==> src/rtl/ps2_decoder.sv <==
// PS/2 keyboard receiver: synchronizes and deglitches ps2Ck/ps2D, frames 11-bit words, strips E0/F0 prefixes.
// Optional stall watchdog is enabled by defining PS2_DECODER_TIMEOUT_EN.
module ps2_decoder #(
  parameter int FILTER  = 8,
  parameter int TIMEOUT = 20000
) (
  input  logic       clock,
  input  logic       reset,
  input  logic       ps2Ck,
  input  logic       ps2D,
  output logic [7:0] code,
  output logic       strobe,
  output logic       pressed,
  output logic       extended,
  output logic       error
);

  localparam int FW = $clog2(FILTER + 1);

  typedef enum logic [1:0] {
    IDLE   = 2'd0,
    DATA   = 2'd1,
    PARITY = 2'd2,
    STOP   = 2'd3
  } state_t;

  // Odd parity holds when the ones-count over data plus parity bit is odd.
  function automatic logic oddOnes(input logic [8:0] v);
    return ^v;
  endfunction

  logic [1:0]    ckSync_r, dSync_r;
  logic [FW-1:0] ckCnt_r, dCnt_r;
  logic          ckFilt_r, dFilt_r, ckPrev_r;
  logic          fallEdge_s;

  state_t        state_r, stateNext_s;
  logic [2:0]    bitCnt_r, bitCntNext_s;
  logic [7:0]    shift_r, shiftNext_s;
  logic          parity_r, parityNext_s;
  logic          extFlag_r, extFlagNext_s, brkFlag_r, brkFlagNext_s;
  logic [7:0]    codeNext_s;
  logic          pressedNext_s, extendedNext_s, strobeNext_s, errorNext_s;
  logic          wdExpire_s;

  // Input synchronizers and glitch filters; idle bus level is high.
  always_ff @(posedge clock or negedge reset) begin
    if (!reset) begin
      ckSync_r <= 2'b11;
      dSync_r  <= 2'b11;
      ckCnt_r  <= FW'(0);
      dCnt_r   <= FW'(0);
      ckFilt_r <= 1'b1;
      dFilt_r  <= 1'b1;
      ckPrev_r <= 1'b1;
    end else begin
      ckSync_r <= {ckSync_r[0], ps2Ck};
      dSync_r  <= {dSync_r[0], ps2D};
      ckPrev_r <= ckFilt_r;
      if (ckSync_r[1] == ckFilt_r) begin
        ckCnt_r <= FW'(0);
      end else if (ckCnt_r == FW'(FILTER - 1)) begin
        ckFilt_r <= ckSync_r[1];
        ckCnt_r  <= FW'(0);
      end else begin
        ckCnt_r <= ckCnt_r + FW'(1);
      end
      if (dSync_r[1] == dFilt_r) begin
        dCnt_r <= FW'(0);
      end else if (dCnt_r == FW'(FILTER - 1)) begin
        dFilt_r <= dSync_r[1];
        dCnt_r  <= FW'(0);
      end else begin
        dCnt_r <= dCnt_r + FW'(1);
      end
    end
  end

  assign fallEdge_s = ckPrev_r & ~ckFilt_r;

`ifdef PS2_DECODER_TIMEOUT_EN
  localparam int WW = $clog2(TIMEOUT + 1);
  logic [WW-1:0] wdCnt_r;

  // Watchdog counts cycles since the last sample edge while a frame is open.
  always_ff @(posedge clock or negedge reset) begin
    if (!reset) begin
      wdCnt_r <= WW'(0);
    end else if ((state_r == IDLE) || fallEdge_s || wdExpire_s) begin
      wdCnt_r <= WW'(0);
    end else begin
      wdCnt_r <= wdCnt_r + WW'(1);
    end
  end

  assign wdExpire_s = (state_r != IDLE) && !fallEdge_s && (wdCnt_r == WW'(TIMEOUT - 1));
`else
  // TIMEOUT only matters when the watchdog is built in.
  if (TIMEOUT < 1) begin : gTimeoutRange
  end
  assign wdExpire_s = 1'b0;
`endif

  // Frame sequencer, prefix tracking and next output values.
  always_comb begin
    stateNext_s    = state_r;
    bitCntNext_s   = bitCnt_r;
    shiftNext_s    = shift_r;
    parityNext_s   = parity_r;
    extFlagNext_s  = extFlag_r;
    brkFlagNext_s  = brkFlag_r;
    codeNext_s     = code;
    pressedNext_s  = pressed;
    extendedNext_s = extended;
    strobeNext_s   = 1'b0;
    errorNext_s    = 1'b0;
    if (wdExpire_s) begin
      stateNext_s   = IDLE;
      extFlagNext_s = 1'b0;
      brkFlagNext_s = 1'b0;
      errorNext_s   = 1'b1;
    end else begin
      case (state_r)
        IDLE: begin
          if (fallEdge_s && !dFilt_r) begin
            stateNext_s  = DATA;
            bitCntNext_s = 3'd0;
          end else begin
            stateNext_s = IDLE;
          end
        end
        DATA: begin
          if (fallEdge_s) begin
            shiftNext_s = {dFilt_r, shift_r[7:1]};
            if (bitCnt_r == 3'd7) begin
              stateNext_s = PARITY;
            end else begin
              bitCntNext_s = bitCnt_r + 3'd1;
            end
          end else begin
            stateNext_s = DATA;
          end
        end
        PARITY: begin
          if (fallEdge_s) begin
            parityNext_s = dFilt_r;
            stateNext_s  = STOP;
          end else begin
            stateNext_s = PARITY;
          end
        end
        STOP: begin
          if (fallEdge_s) begin
            stateNext_s = IDLE;
            if (dFilt_r && oddOnes({parity_r, shift_r})) begin
              if (shift_r == 8'hE0) begin
                extFlagNext_s = 1'b1;
              end else if (shift_r == 8'hF0) begin
                brkFlagNext_s = 1'b1;
              end else begin
                codeNext_s     = shift_r;
                pressedNext_s  = !brkFlag_r;
                extendedNext_s = extFlag_r;
                strobeNext_s   = 1'b1;
                extFlagNext_s  = 1'b0;
                brkFlagNext_s  = 1'b0;
              end
            end else begin
              errorNext_s   = 1'b1;
              extFlagNext_s = 1'b0;
              brkFlagNext_s = 1'b0;
            end
          end else begin
            stateNext_s = STOP;
          end
        end
        default: begin
          stateNext_s = IDLE;
        end
      endcase
    end
  end

  // Sequencer state and registered outputs.
  always_ff @(posedge clock or negedge reset) begin
    if (!reset) begin
      state_r   <= IDLE;
      bitCnt_r  <= 3'd0;
      shift_r   <= 8'h00;
      parity_r  <= 1'b0;
      extFlag_r <= 1'b0;
      brkFlag_r <= 1'b0;
      code      <= 8'h00;
      pressed   <= 1'b0;
      extended  <= 1'b0;
      strobe    <= 1'b0;
      error     <= 1'b0;
    end else begin
      state_r   <= stateNext_s;
      bitCnt_r  <= bitCntNext_s;
      shift_r   <= shiftNext_s;
      parity_r  <= parityNext_s;
      extFlag_r <= extFlagNext_s;
      brkFlag_r <= brkFlagNext_s;
      code      <= codeNext_s;
      pressed   <= pressedNext_s;
      extended  <= extendedNext_s;
      strobe    <= strobeNext_s;
      error     <= errorNext_s;
    end
  end

endmodule

==> config.mk <==
export PLATFORM = sky130hd
export DESIGN_NAME = ps2_decoder
export DESIGN_NICKNAME = d
export VERILOG_FILES = /design/src/rtl/ps2_decoder.sv
export SDC_FILE = /design/constraint.sdc
export NUM_CORES = 1
export LEC_CHECK = 0
export ABC_CLOCK_PERIOD_IN_PS = 2000
export BUFFER_PORTS_ARGS = -buffer_cell sky130_fd_sc_hd__clkbuf_2
export CAP_MARGIN = 25
export CORE_ASPECT_RATIO = 1.25
export CORE_MARGIN = 2
export CORE_UTILIZATION = 40
export CTS_BUF_LIST = sky130_fd_sc_hd__clkbuf_4 sky130_fd_sc_hd__clkbuf_8
export CTS_CLUSTER_SIZE = 24
export DETAILED_ROUTE_END_ITERATION = 7
export PLACE_DENSITY_LB_ADDON = 0.12
export SLEW_MARGIN = 20
export SYNTH_ARGS = -nofsm -noshare
export SYNTH_HDL_FRONTEND = slang
export SYNTH_SLANG_ARGS = --single-unit
==> constraint.sdc <==
create_clock -name clock -period 2 [get_ports clock]
set_input_delay 0.1 -clock clock [delete_from_list [all_inputs] [get_ports clock]]
set_output_delay 0.1 -clock clock [all_outputs]
set_load 0.03 [all_outputs]
# ---- Yosys cells after proc, flatten, opt, wreduce, memory -nomap -nowiden
# Cells that the tools add are included.
dict set report op_classes {
  n_addsub 3
  n_eq_ne 16
  n_mux 28
  bitwise_logic 6
  n_reduce_logical 15
}
# operator count
set op_table {}
lappend op_table {{== test 8 bit (second input constant)} 2}
lappend op_table {{2-to-1 mux 1 bit} 16}
lappend op_table {{2-to-1 mux 4 bit} 4}
lappend op_table {{2-to-1 mux 3 bit} 3}
lappend op_table {{XOR reduction 9 bit} 1}
lappend op_table {{adder 4 x 1 -> 4 bit (second input constant)} 2}
lappend op_table {{== test 4 x 3 -> 1 bit (second input constant)} 2}
lappend op_table {{!= test 2 bit (second input constant)} 4}
lappend op_table {{one-hot mux 2 bit (4 select lines)} 1}
lappend op_table {{AND reduction 2 bit} 4}
lappend op_table {{2-to-1 mux 2 bit} 3}
lappend op_table {{!= test 3 bit (second input constant)} 2}
lappend op_table {{one-hot mux 3 bit (2 select lines)} 1}
lappend op_table {{AND reduction 3 bit} 2}
lappend op_table {{inverter 1 bit} 5}
lappend op_table {{AND reduction 5 bit} 1}
lappend op_table {{== test 2 bit (second input constant)} 2}
lappend op_table {{AND reduction 4 bit} 1}
lappend op_table {{adder 3 x 1 -> 3 bit (second input constant)} 1}
lappend op_table {{== test 3 bit (second input constant)} 1}
lappend op_table {{== test 1 bit} 2}
lappend op_table {{== test 2 x 1 -> 1 bit (second input constant)} 1}
lappend op_table {{logical AND 1 bit} 2}
lappend op_table {{logical NOT 1 bit} 2}
lappend op_table {{3 further kinds} 3}
dict set report word_totals {
  regBits 43
  inputBits 4
  out_inout_bits 12
  word_cells 86
}

# ---- Longest topological paths before layout
# Gate-level depths: netlist (run 1).
dict set report depth {
  word_depth 6
  mapped_depth 7
  ltp_nobuf 6
}

# ---- Worst setup path before layout (run 1)
# OpenSTA, ideal clock, no wires.
dict set report synth_timing {
  path_type {register to register}
  start {reg shift_r[4]}
  end {reg code[1]}
  setup_time_ps 125
  arrival_ps 1884
  required_ps 1875
  slack_ps -9
  stages_incl_launch_ff 8
  path_buffers 1
  period_less_slack_ps 2009
  cell_sequence {dfrtp_1 -> inv_1 -> ha_1 -> xnor3_2 -> xnor2_4 -> nand3_4 -> buf_6 -> mux2_4}
}
dict set report synth_via {
  elab_chain_len 3
  word_cells_on_any_way 7
  cone_classes {2 x eq/ne; 2 x bitwise; 3 x reduce/logical}
}
# item line
set synth_rtl {}
lappend synth_rtl {{start: declaration} 39} ;# logic [7:0] shift_r, shiftNext_s;
lappend synth_rtl {{start signal: assignment} 201} ;# shift_r <= shiftNext_s;
lappend synth_rtl {{== test 8 bit (tied with other cells)} 158} ;# end else if (shift_r == 8'hF0) begin
lappend synth_rtl {{inverter 1 bit (no line) / logical AND 1 bit (equally long branches)} -}
lappend synth_rtl {{AND reduction 5 bit (no line) (*)} -}
lappend synth_rtl {{end signal: assignment} 205} ;# code <= codeNext_s;
lappend synth_rtl {{end: declaration} 11} ;# output logic [7:0] code,
# Every way passes the cells marked *; elsewhere a longest branch is shown, timed or not.
# A chain may end at the register's enable or synchronous reset.

# ---- Final worst setup path (run 1)
dict set report layout_timing {
  start {reg shift_r[7]}
  end {reg extended}
}
dict set report layout_via {
  elab_chain_len 3
  word_cells_on_any_way 7
  cone_classes {2 x eq/ne; 2 x bitwise; 3 x reduce/logical}
}
# item line
set layout_rtl {}
lappend layout_rtl {{== test 8 bit (tied with other cells)} 158}
lappend layout_rtl {{inverter 1 bit (no line) / logical AND 1 bit (equally long branches)} -}
lappend layout_rtl {{AND reduction 5 bit (no line) (*)} -}
lappend layout_rtl {{end signal: assignment} 207} ;# extended <= extendedNext_s;
lappend layout_rtl {{end: declaration} 14} ;# output logic extended,
# Marks and branches as above.

==> results of run 1 <==
-- placed cells by master, fill, tap and decap left out, types with 2 or more instances in the layout --
master,instances
dlygate4sd3_1,3
clkbuf_2,15
nand2_1,9
clkbuf_8,6
buf_4,10
nor2_1,10
inv_1,7
nand4b_1,2
xnor2_4,2
xnor2_1,4
nor3_1,5
a21oi_1,3
dfrtp_1,36
nor2b_1,3
nand3_4,2
nand3_1,3
dfstp_2,7
a22o_1,2
mux2_2,7
ha_1,9
a41oi_1,2
mux2_4,9
nand2b_1,2
o21ai_0,8
-- timing repair --
action,CTS,global route
gates cloned,1,0
resized for setup,2,3
pin swaps,0,1
setup buffers,0,2
hold buffers,3,0
endpoints found under the hold margin,23,0
setup endpoints to repair,10,11
-- per-layer routing --
metal / global-route usage, % / up-vias / routed length, µm
met4: 8.571 / 0 / 59
li1: - / 571 / -
met2: 23.23 / 22 / 1567
met5: 0 / - / 0
met1: 16.24 / 556 / 1364
met3: 2.877 / 5 / 102
-- worst min path at each step --
stage,end,cells after the start,start
CTS,code[1]$_DFFE_PN0P_,2,reset
global placement,extended$_DFFE_PN0P_,1,reset
global route,dSync_r[1]$_DFF_PN1_,0,dSync_r[0]$_DFF_PN1_
floorplan,bitCnt_r[0]$_DFFE_PN0P_,0,reset
finish,code[1]$_DFFE_PN0P_,2,reset
detailed placement,extended$_DFFE_PN0P_,1,reset
-- power by group --
| part | internal, W | switching, W |
|---|---|---|
| registers | 0.00101 | 0.000132 |
| logic | 0.000248 | 0.000212 |
| clock network | 0.000404 | 0.000277 |
-- cell type report --
class                   instances  area [µm²]  area share (%)
clock buffers                   6       82.58           3.564
clock inverters                 2       35.03           1.512
inverters                       8       30.03           1.296
multi-input cells              93       809.5           34.94
flip-flops and latches         43        1085           46.81
well taps                      60       75.07           3.240
repair buffers                 29       200.2           8.639
-- flip-flops by register name, summed over array words and instances, names as in the netlist, 2 cells and up --
name      flops
code          8
bitCnt_r      3
ckCnt_r       4
dSync_r       2
ckSync_r      2
shift_r       8
dCnt_r        4
state_r       2
-- cells by family (layout without fill, tap and decap cells) --
group                      after synthesis  count (layout)  share of synthesized area, %
xor gates and xnor gates                 7               7                         5.932
adders and majority gates                9               9                         5.867
and+or+nand+nor                         40              41                         11.02
DFF                                     43              43                         56.52
muxes                                   18              18                         12.26
AOI/OAI and AO/OA                       18              18                         5.607
buffers and inverters                   12              45                         2.803
-- worst max-delay path: stages, from the launching register on --
cell,delay (ps)
dfrtp_1,390
ha_1,280
xnor3_2,460
xnor2_4,240
nand3_4,180
mux2_4,340
-- metrics by stage --
stage          total power, W  area, µm²  worst slack [ps]  TNS [ps]  std cells
2_1_floorplan        0.001455       1923            -5.726    -51.53        147
5_1_grt              0.002438       2317            -66.31    -383.2        241
6_report             0.002283       2317             4.585         0        241
3_3_place_gp         0.001576       2126            -8.133    -8.133        227
3_5_place_dp         0.001605       2126            -34.59    -220.2        227
4_1_cts              0.002325       2295            -34.22    -174.5        239
==> results.sh, run 1 <==
export IMPL_slew_violations=0
export IMPL_min_period_over_period_pct=99.77
export IMPL_grt_antenna_before_repair=0
export IMPL_yosys_top_cells_area="dfrtp_1 47%, dfstp_2 9.6%, mux2_4 7.0%"
export IMPL_vias_per_cell=4.788
export IMPL_wl_per_cell_um=12.84
export IMPL_r2r_end="extended$_DFFE_PN0P_"
export IMPL_hold_path_class="primary input to async pin"
export IMPL_die_y_um=81.45
export IMPL_clkTransAtPathRegs_ps=80
export IMPL_power_density_mw_per_mm2=985.4
export IMPL_track_usage_pct=13.86
export IMPL_synthTopCellsByCount="36 x dfrtp_1, 10 x nor2_1"
export IMPL_grt_pass1_wl_um=5533
export IMPL_cap_violations=0
export IMPL_grt_pass1_vias=1225
export IMPL_globalplace_congestion=0.7378
export IMPL_clkLatencyLatePin_ps=290
export IMPL_post_route_min_period_ps=1995
export IMPL_status="finished, final reports clean"
export IMPL_path_class="flip-flop to flip-flop"
export IMPL_yosysUniqueCellTypes=32
export IMPL_wirelength_um=3094
export IMPL_rr_worst_depth=5
export IMPL_numCtsBuffers=5
export IMPL_hpwlAfterDp_um=2230
export IMPL_synth_fp_nets=160
export IMPL_worstSetupEndpointType="flip-flop"
export IMPL_cp_arrival_ps=2170
export IMPL_leakage_nw=1.144
export IMPL_synth_seq_cells=43
export IMPL_hold_slack_ps=329.4
export IMPL_yosysWarnings=0
export IMPL_ios=16
export IMPL_relSlewSlack_pct=61.64
export IMPL_fp_dieW_um=65.96
export IMPL_finalNetCount=193
export IMPL_ys_flop_type="dfrtp_1"
export IMPL_via_count=1154
export IMPL_synth_edf_count=0
export IMPL_synth_async_sr_flop_share_pct=100.0
export IMPL_startpoint_type="flip-flop"
export IMPL_cts_root_buf="clkbuf_8"
export IMPL_cts_sinks=43
export IMPL_grt_remaining_overflow=0
export IMPL_yosysMostFrequentCell="dfrtp_1"
export IMPL_reg2reg_from="shift_r[7]$_DFFE_PN0P_"
export IMPL_ant_nets=0
export IMPL_avgSynthCellArea_um2=13.06
export IMPL_grt_max_degree=23
export IMPL_drive_gt1_share_pct=35.91
export IMPL_finClkSkew_ps=7.070
export IMPL_netlist_area_mm2=0.001919
export IMPL_fillers=438
export IMPL_rsz0062_at_grt="true"
export IMPL_worst_path_max_fanout=6
export IMPL_worst_pin_slew_ps=575.3
export IMPL_drc=0
export IMPL_antenna_diode_count=0
export IMPL_synthCells=147
export IMPL_final_hold_viol_count=0
export IMPL_fmax_mhz=501.1
export IMPL_setup_viol=0
export IMPL_htree_levels=2
export IMPL_clock_path_buffers=2
export IMPL_crit_end="extended$_DFFE_PN0P_"
export IMPL_area_growth_synth_to_final_pct=20.73
export IMPL_startpoint="shift_r[7]$_DFFE_PN0P_"
export IMPL_drtPass1Iterations=4
export IMPL_ir_drop_mv=0.5766
export IMPL_crit_required_ps=2170
export IMPL_ys_seq_area_share_pct=56.52
export IMPL_yosysTopAreaCell="dfrtp_1"
export IMPL_synth_top_cell_area_share_pct=46.94
export IMPL_cts_tree="yes"
export IMPL_final_util_pct=49.36
export IMPL_fp_coreArea_mm2=0.004695
export IMPL_std_cell_rows=28
export IMPL_rrSetupSlack_ps=5
export IMPL_start_util_pct=40.88
export IMPL_die_area_mm2=0.005372
export IMPL_drt_iter0_markers=37
export IMPL_io_buffers=15
No activity file was read; power rests on OpenSTA's default activity.
==> run 2: changes to the inputs <==
--- a/config.mk
+++ b/config.mk
@@ -5,6 +5,7 @@
 export SDC_FILE = /design/constraint.sdc
 export NUM_CORES = 1
 export LEC_CHECK = 0
+export ABC_AREA = 1
 export ABC_CLOCK_PERIOD_IN_PS = 2000
 export BUFFER_PORTS_ARGS = -buffer_cell sky130_fd_sc_hd__clkbuf_2
 export CAP_MARGIN = 25
==> results.sh, run 2 <==
export IMPL_r2r_end="code[1]$_DFFE_PN0P_"
export IMPL_leakage_nw=1.075
export IMPL_yosysMostFrequentCell="dfrtp_1"
export IMPL_antenna_diode_count=0
export IMPL_rsz0062_at_grt="false"
export IMPL_hold_end="dSync_r[1]$_DFF_PN1_"
export IMPL_cp_slowest_cell="dfrtp_1"
export IMPL_yosysTopAreaCell="dfrtp_1"
export IMPL_wl_per_cell_um=11.17
export IMPL_fp_dieW_um=65.80
export IMPL_clkTransAtPathRegs_ps=80
export IMPL_clock_path_buffers=2
export IMPL_cp_slowest_stage_delay_ps=390
export IMPL_setup_viol=0
export IMPL_hpwlAfterDp_um=2214
export IMPL_min_period_over_period_pct=90.34
export IMPL_setup_tns_ps=0
export IMPL_dp_cells=260
export IMPL_post_route_min_period_ps=1807
export IMPL_slew_violations=0
export IMPL_yosys_top_cells_area="dfrtp_1 47%, dfstp_2 9.6%, nand2_1 6.7%"
export IMPL_synth_seq_cells=43
export IMPL_globalplace_congestion=0.7757
export IMPL_wirelength_um=3027
export IMPL_pre_cts_ws_ps=194.1
export IMPL_power_w=0.002089
export IMPL_finalNetCount=223
export IMPL_synth_edf_count=0
export IMPL_grt_pass1_wl_um=5457
export IMPL_grt_antenna_before_repair=0
export IMPL_yosysWarnings=0
export IMPL_drtPass1Iterations=4
export IMPL_area_growth_synth_to_final_pct=14.68
export IMPL_top_regs="code x8, shift_r x8"
export IMPL_fin_cells=271
export IMPL_die_area_mm2=0.005346
export IMPL_synth_top_cell_area_share_pct=47.18
export IMPL_worst_pin_slew_ps=520.9
export IMPL_post_cts_buffers=0
export IMPL_rrSetupSlack_ps=190
export IMPL_layout_common_cells="36 x dfrtp_1, 34 x nand2_1, 24 x inv_1"
export IMPL_grt_remaining_overflow=0
export IMPL_cts_resized=0
export IMPL_synthCells=185
export IMPL_synth_fp_nets=198
export IMPL_netlist_area_mm2=0.001909
export IMPL_cp_arrival_ps=1990
export IMPL_cts_tree="yes"
export IMPL_finClkSkew_ps=11.21
export IMPL_ios=16
export IMPL_cap_violations=0
export IMPL_fmax_mhz=553.5
export IMPL_clkLatencyLatePin_ps=300
export IMPL_rr_worst_depth=13
export IMPL_hold_slack_ps=359.3
export IMPL_startpoint_type="flip-flop"
export IMPL_vias_per_cell=4.672
export IMPL_worstHoldStart="dSync_r[0]$_DFF_PN1_"
export IMPL_crit_buf_inv=3
export IMPL_crit_chain="inv_1 > ha_1 > inv_1 > nand2_2 > nand2_1 > nand2_2 > nand3_2 > nand2_1 > nor2_2 > nand3_2 > buf_12 > nand2_1 > o21ai_2"
export IMPL_final_setup_worst_slack_ps=193.2
export IMPL_ir_drop_mv=0.6077
export IMPL_track_usage_pct=13.43
export IMPL_reg2reg_from="shift_r[2]$_DFFE_PN0P_"
export IMPL_drive_gt1_share_pct=27.49
export IMPL_status="finished, final reports clean"
export IMPL_synthTopCellsByCount="36 x dfrtp_1, 34 x nand2_1, 24 x inv_1"
export IMPL_htree_levels=2
export IMPL_std_cell_rows=28
export IMPL_final_hold_viol_count=0
export IMPL_ys_flop_type="dfrtp_1"
export IMPL_die_y_um=81.25
export IMPL_relSlewSlack_pct=65.27
export IMPL_crit_required_ps=2180
export IMPL_start_util_pct=40.98
export IMPL_crit_top_cell="nand2_1"
export IMPL_cpLargestDelayFamily="simple AND/OR/NAND/NOR gates"
export IMPL_cts_root_buf="clkbuf_8"
export IMPL_power_density_mw_per_mm2=953.9
export IMPL_via_count=1266
export IMPL_grt_pass1_vias=1339
export IMPL_holdPathStages=0
export IMPL_grt_max_degree=44
export IMPL_io_buffers=15
export IMPL_worstSetupEndpointType="flip-flop"
export IMPL_ys_seq_area_share_pct=56.82
export IMPL_hold_buffers=3
export IMPL_drc=0
export IMPL_drt_iter0_markers=66
export IMPL_numCtsBuffers=5
export IMPL_synth_async_sr_flop_share_pct=100.0
export IMPL_avgSynthCellArea_um2=10.32
export IMPL_path_class="flip-flop to flip-flop"
export IMPL_yosysUniqueCellTypes=25
export IMPL_fp_coreArea_mm2=0.004659
export IMPL_layout_commonest_cell="dfrtp_1"
export IMPL_cts_sinks=43
export IMPL_worst_path_max_fanout=20
export IMPL_hold_path_class="flip-flop to flip-flop"
export IMPL_ant_nets=0
==> run 2: cell types whose count changed in the layout (fill, tap and decap cells not counted), sizes merged, moves of 3 or more <==
cell   previous run  this run
nand3             5        10
nor2b             3         0
nor2             10        15
buf              11         3
nand2             9        38
nor3              5         0
mux2             17         1
o21ai             9        22
inv               8        25
xor2              0         3
==> run 2: layer usage <==
layer,vias to the layer above,share of wire (%),track usage (%)
met3,8,3.4,3.186
met2,17,53,24.55
met4,0,2.3,7.917
met1,603,41,13.71
li1,638,-,-
met5,-,0,0
==> run 2: logic make-up after synthesis <==
logic type      synth area share [%]
mux                           0.5897
fa+ha+maj                      5.898
flops                          56.82
buf+inv                        6.749
xor+xnor                       3.211
simple gates                   16.64
compound gates                 10.09
==> run 2: layout make-up <==
cell class	instances	area [µm²]
fillers	451	2470
flip-flops and latches	43	1085
multi-input cells	113	695.7
repair buffers	21	140.1
inverters	26	102.6
clock buffers	8	91.34
well taps	60	75.07
==> run 2: power by group <==
group	internal, W	leakage, nW	switching [W]	total (W)
Sequential	0.00101	0.566	0.0000956	0.00111
Combinational	0.000168	0.459	0.000249	0.000417
Clock	0.000289	0.0498	0.000275	0.000564
==> run 2: worst register-to-register path, cell delays in order, from the launching register on <==
cell,delay (ps)
dfrtp_1,390
inv_1,110
ha_1,260
inv_1,70
nand2_2,50
nand2_1,70
nand2_2,60
nand3_2,60
nand2_1,70
nor2_2,150
nand3_2,110
buf_12,170
nand2_1,80
o21ai_2,50
==> run 2: metrics by stage <==
| step | utilization, % | area (µm²) |
|---|---|---|
| 2_1_floorplan | - | 1909 |
| 3_3_place_gp | 44.39 | 2068 |
| 3_5_place_dp | 44.39 | 2068 |
| 4_1_cts | 46.99 | 2190 |
| 5_1_grt | 46.99 | 2190 |
| 6_report | 46.99 | 2190 |
==> run 2: worst max path at each step <==
stage	endpoint	cells past startpoint	slack, ps	startpoint
after floorplan	code[0]$_DFFE_PN0P_	13	350	shift_r[2]$_DFFE_PN0P_
after global placement	code[5]$_DFFE_PN0P_	13	230	shift_r[2]$_DFFE_PN0P_
after detailed placement	code[1]$_DFFE_PN0P_	13	190	shift_r[2]$_DFFE_PN0P_
after CTS	code[1]$_DFFE_PN0P_	13	180	shift_r[2]$_DFFE_PN0P_
after global routing	code[7]$_DFFE_PN0P_	13	30	shift_r[2]$_DFFE_PN0P_
final	code[1]$_DFFE_PN0P_	13	190	shift_r[2]$_DFFE_PN0P_
==> run 3: changes to the inputs <==
--- a/config.mk
+++ b/config.mk
@@ -9,13 +9,13 @@
 export ABC_CLOCK_PERIOD_IN_PS = 2000
 export BUFFER_PORTS_ARGS = -buffer_cell sky130_fd_sc_hd__clkbuf_2
 export CAP_MARGIN = 25
-export CORE_ASPECT_RATIO = 1.25
 export CORE_MARGIN = 2
 export CORE_UTILIZATION = 40
 export CTS_BUF_LIST = sky130_fd_sc_hd__clkbuf_4 sky130_fd_sc_hd__clkbuf_8
 export CTS_CLUSTER_SIZE = 24
 export DETAILED_ROUTE_END_ITERATION = 7
 export PLACE_DENSITY_LB_ADDON = 0.12
+export SKIP_LAST_GASP = 1
 export SLEW_MARGIN = 20
 export SYNTH_ARGS = -nofsm -noshare
 export SYNTH_HDL_FRONTEND = slang
==> constraint.sdc (replaced) <==
create_clock -name clock -period 2 [get_ports clock]
set_input_delay 0.1 -clock clock [delete_from_list [all_inputs] [get_ports clock]]
set_output_delay 0.1 -clock clock [all_outputs]
set_load 0.01 [all_outputs]
==> results.sh, run 3 (synthesized netlist as in run 2, its figures left out) <==
export IMPL_drtPass1Iterations=4
export IMPL_start_util_pct=40.97
export IMPL_hpwlAfterDp_um=2290
export IMPL_final_hold_viol_count=0
export IMPL_htree_levels=2
export IMPL_antenna_diode_count=0
export IMPL_min_period_over_period_pct=90.43
export IMPL_power_w=0.002126
export IMPL_cp_slowest_cell="dfrtp_1"
export IMPL_top_regs="code x8, shift_r x8"
export IMPL_status="finished, final reports clean"
export IMPL_drt_iter0_markers=32
export IMPL_crit_required_ps=2180
export IMPL_startpoint_type="flip-flop"
export IMPL_grt_antenna_before_repair=0
export IMPL_setup_tns_ps=0
export IMPL_worst_pin_slew_ps=676.5
export IMPL_wl_per_cell_um=11.50
export IMPL_wirelength_um=3060
export IMPL_power_density_mw_per_mm2=963.1
export IMPL_track_usage_pct=13.77
export IMPL_slew_violations=0
export IMPL_place_area_mm2=0.002068
export IMPL_post_route_min_period_ps=1809
export IMPL_clock_path_buffers=2
export IMPL_cts_sinks=43
export IMPL_drc=0
export IMPL_rsz0062_at_grt="false"
export IMPL_post_cts_buffers=0
export IMPL_rrSetupSlack_ps=190
export IMPL_register_area_mm2=0.001085
export IMPL_worstHoldStart="dSync_r[0]$_DFF_PN1_"
export IMPL_cp_slowest_stage_delay_ps=380
export IMPL_grt_pass1_wl_um=5575
export IMPL_design_area_mm2=0.002207
export IMPL_fp_coreArea_mm2=0.004661
export IMPL_leakage_nw=1.085
export IMPL_finalNetCount=224
export IMPL_area_growth_synth_to_final_pct=15.60
export IMPL_hold_end="dSync_r[1]$_DFF_PN1_"
export IMPL_clkLatencyLatePin_ps=290
export IMPL_reg2reg_from="shift_r[3]$_DFFE_PN0P_"
export IMPL_ir_drop_mv=0.4658
export IMPL_io_buffers=15
export IMPL_cap_violations=0
export IMPL_path_class="flip-flop to flip-flop"
export IMPL_layout_commonest_cell="dfrtp_1"
export IMPL_setup_viol=0
export IMPL_globalplace_congestion=0.7630
export IMPL_relSlewSlack_pct=54.90
export IMPL_worst_path_max_fanout=20
export IMPL_multi_input_area_um2=700.7
export IMPL_layout_common_cells="36 x dfrtp_1, 34 x nand2_1, 24 x inv_1"
export IMPL_std_cell_rows=25
export IMPL_r2r_end="code[1]$_DFFE_PN0P_"
export IMPL_fmax_mhz=552.9
export IMPL_rr_worst_depth=13
export IMPL_grt_max_degree=28
export IMPL_clkTransAtPathRegs_ps=80
export IMPL_startpoint="shift_r[3]$_DFFE_PN0P_"
export IMPL_cts_root_buf="clkbuf_8"
export IMPL_die_area_mm2=0.005342
export IMPL_die_y_um=73.09
export IMPL_worstSetupEndpointType="flip-flop"
export IMPL_cts_tree="yes"
export IMPL_grt_pass1_vias=1365
export IMPL_hold_path_class="flip-flop to flip-flop"
export IMPL_hold_slack_ps=357.3
export IMPL_finClkSkew_ps=7.670
export IMPL_cp_arrival_ps=1990
export IMPL_fillers=440
export IMPL_holdPathStages=0
export IMPL_vias_per_cell=4.891
export IMPL_crit_top_cell="nand2_1"
export IMPL_fp_dieW_um=73.09
export IMPL_via_count=1301
export IMPL_drive_gt1_share_pct=27.83
export IMPL_grt_remaining_overflow=0
export IMPL_numCtsBuffers=5
export IMPL_ios=16
export IMPL_crit_chain="inv_1 > ha_1 > inv_1 > nand2_2 > nand2_1 > nand2_2 > nand3_2 > nand2_1 > nor2_4 > nand3_2 > buf_12 > nand2_1 > o21ai_2"
export IMPL_ant_nets=0
run 3: worst max path at each step:
stage | end | slack, ps | cells past startpoint
floorplan | code[4]$_DFFE_PN0P_ | 360 | 13
global placement | code[4]$_DFFE_PN0P_ | 220 | 13
detailed placement | code[1]$_DFFE_PN0P_ | 170 | 13
CTS | code[1]$_DFFE_PN0P_ | 160 | 13
global route | code[7]$_DFFE_PN0P_ | 30 | 13
finish | code[1]$_DFFE_PN0P_ | 190 | 13
run 3: power breakdown:
part,switching [W],total [W],internal [W]
registers,0.0000931,0.00110,0.00101
clock network,0.000275,0.000604,0.000329
logic,0.000250,0.000418,0.000167
run 3: what timing repair did:
item / 4_1_cts / 5_1_grt
resized for setup: 0 / 1
endpoints found under the setup margin: 0 / 6
endpoints found under the hold margin: 24 / 0
hold buffers: 3 / 0
run 3: per-stage QoR:
stage / setup slack, ps / util [%] / instances
after floorplan: 357.8 / - / 185
after global placement: 222.6 / 44.38 / 255
after detailed placement: 174.4 / 44.38 / 255
after CTS: 155.9 / 47.25 / 266
after global routing: 26.00 / 47.36 / 266
final: 191.3 / 47.36 / 266
run 3: area by class of cell:
class,instances,share of cell area (%)
Multi-Input combinational cell,113,31.75
Clock buffer,8,4.705
Inverter,26,4.649
Sequential cell,43,49.15
Tap cell,54,3.061
Timing Repair Buffer,22,6.689
run 3: routing by layer:
| metal | global-route usage, % | vias up | wire length (µm) |
|---|---|---|---|
| met4 | 6.790 | 0 | 75 |
| met3 | 4.144 | 9 | 110 |
| li1 | - | 640 | - |
| met2 | 24.52 | 20 | 1548 |
| met1 | 14.64 | 632 | 1325 |
| met5 | 0 | - | 0 |
run 3: critical path, delay by kind of cell (launching register included):
family | cells | cell delay (ps)
buf+inv | 3 | 350
simple gates | 8 | 650
compound gates | 1 | 50
fa+ha+maj | 1 | 260
flops | 1 | 380
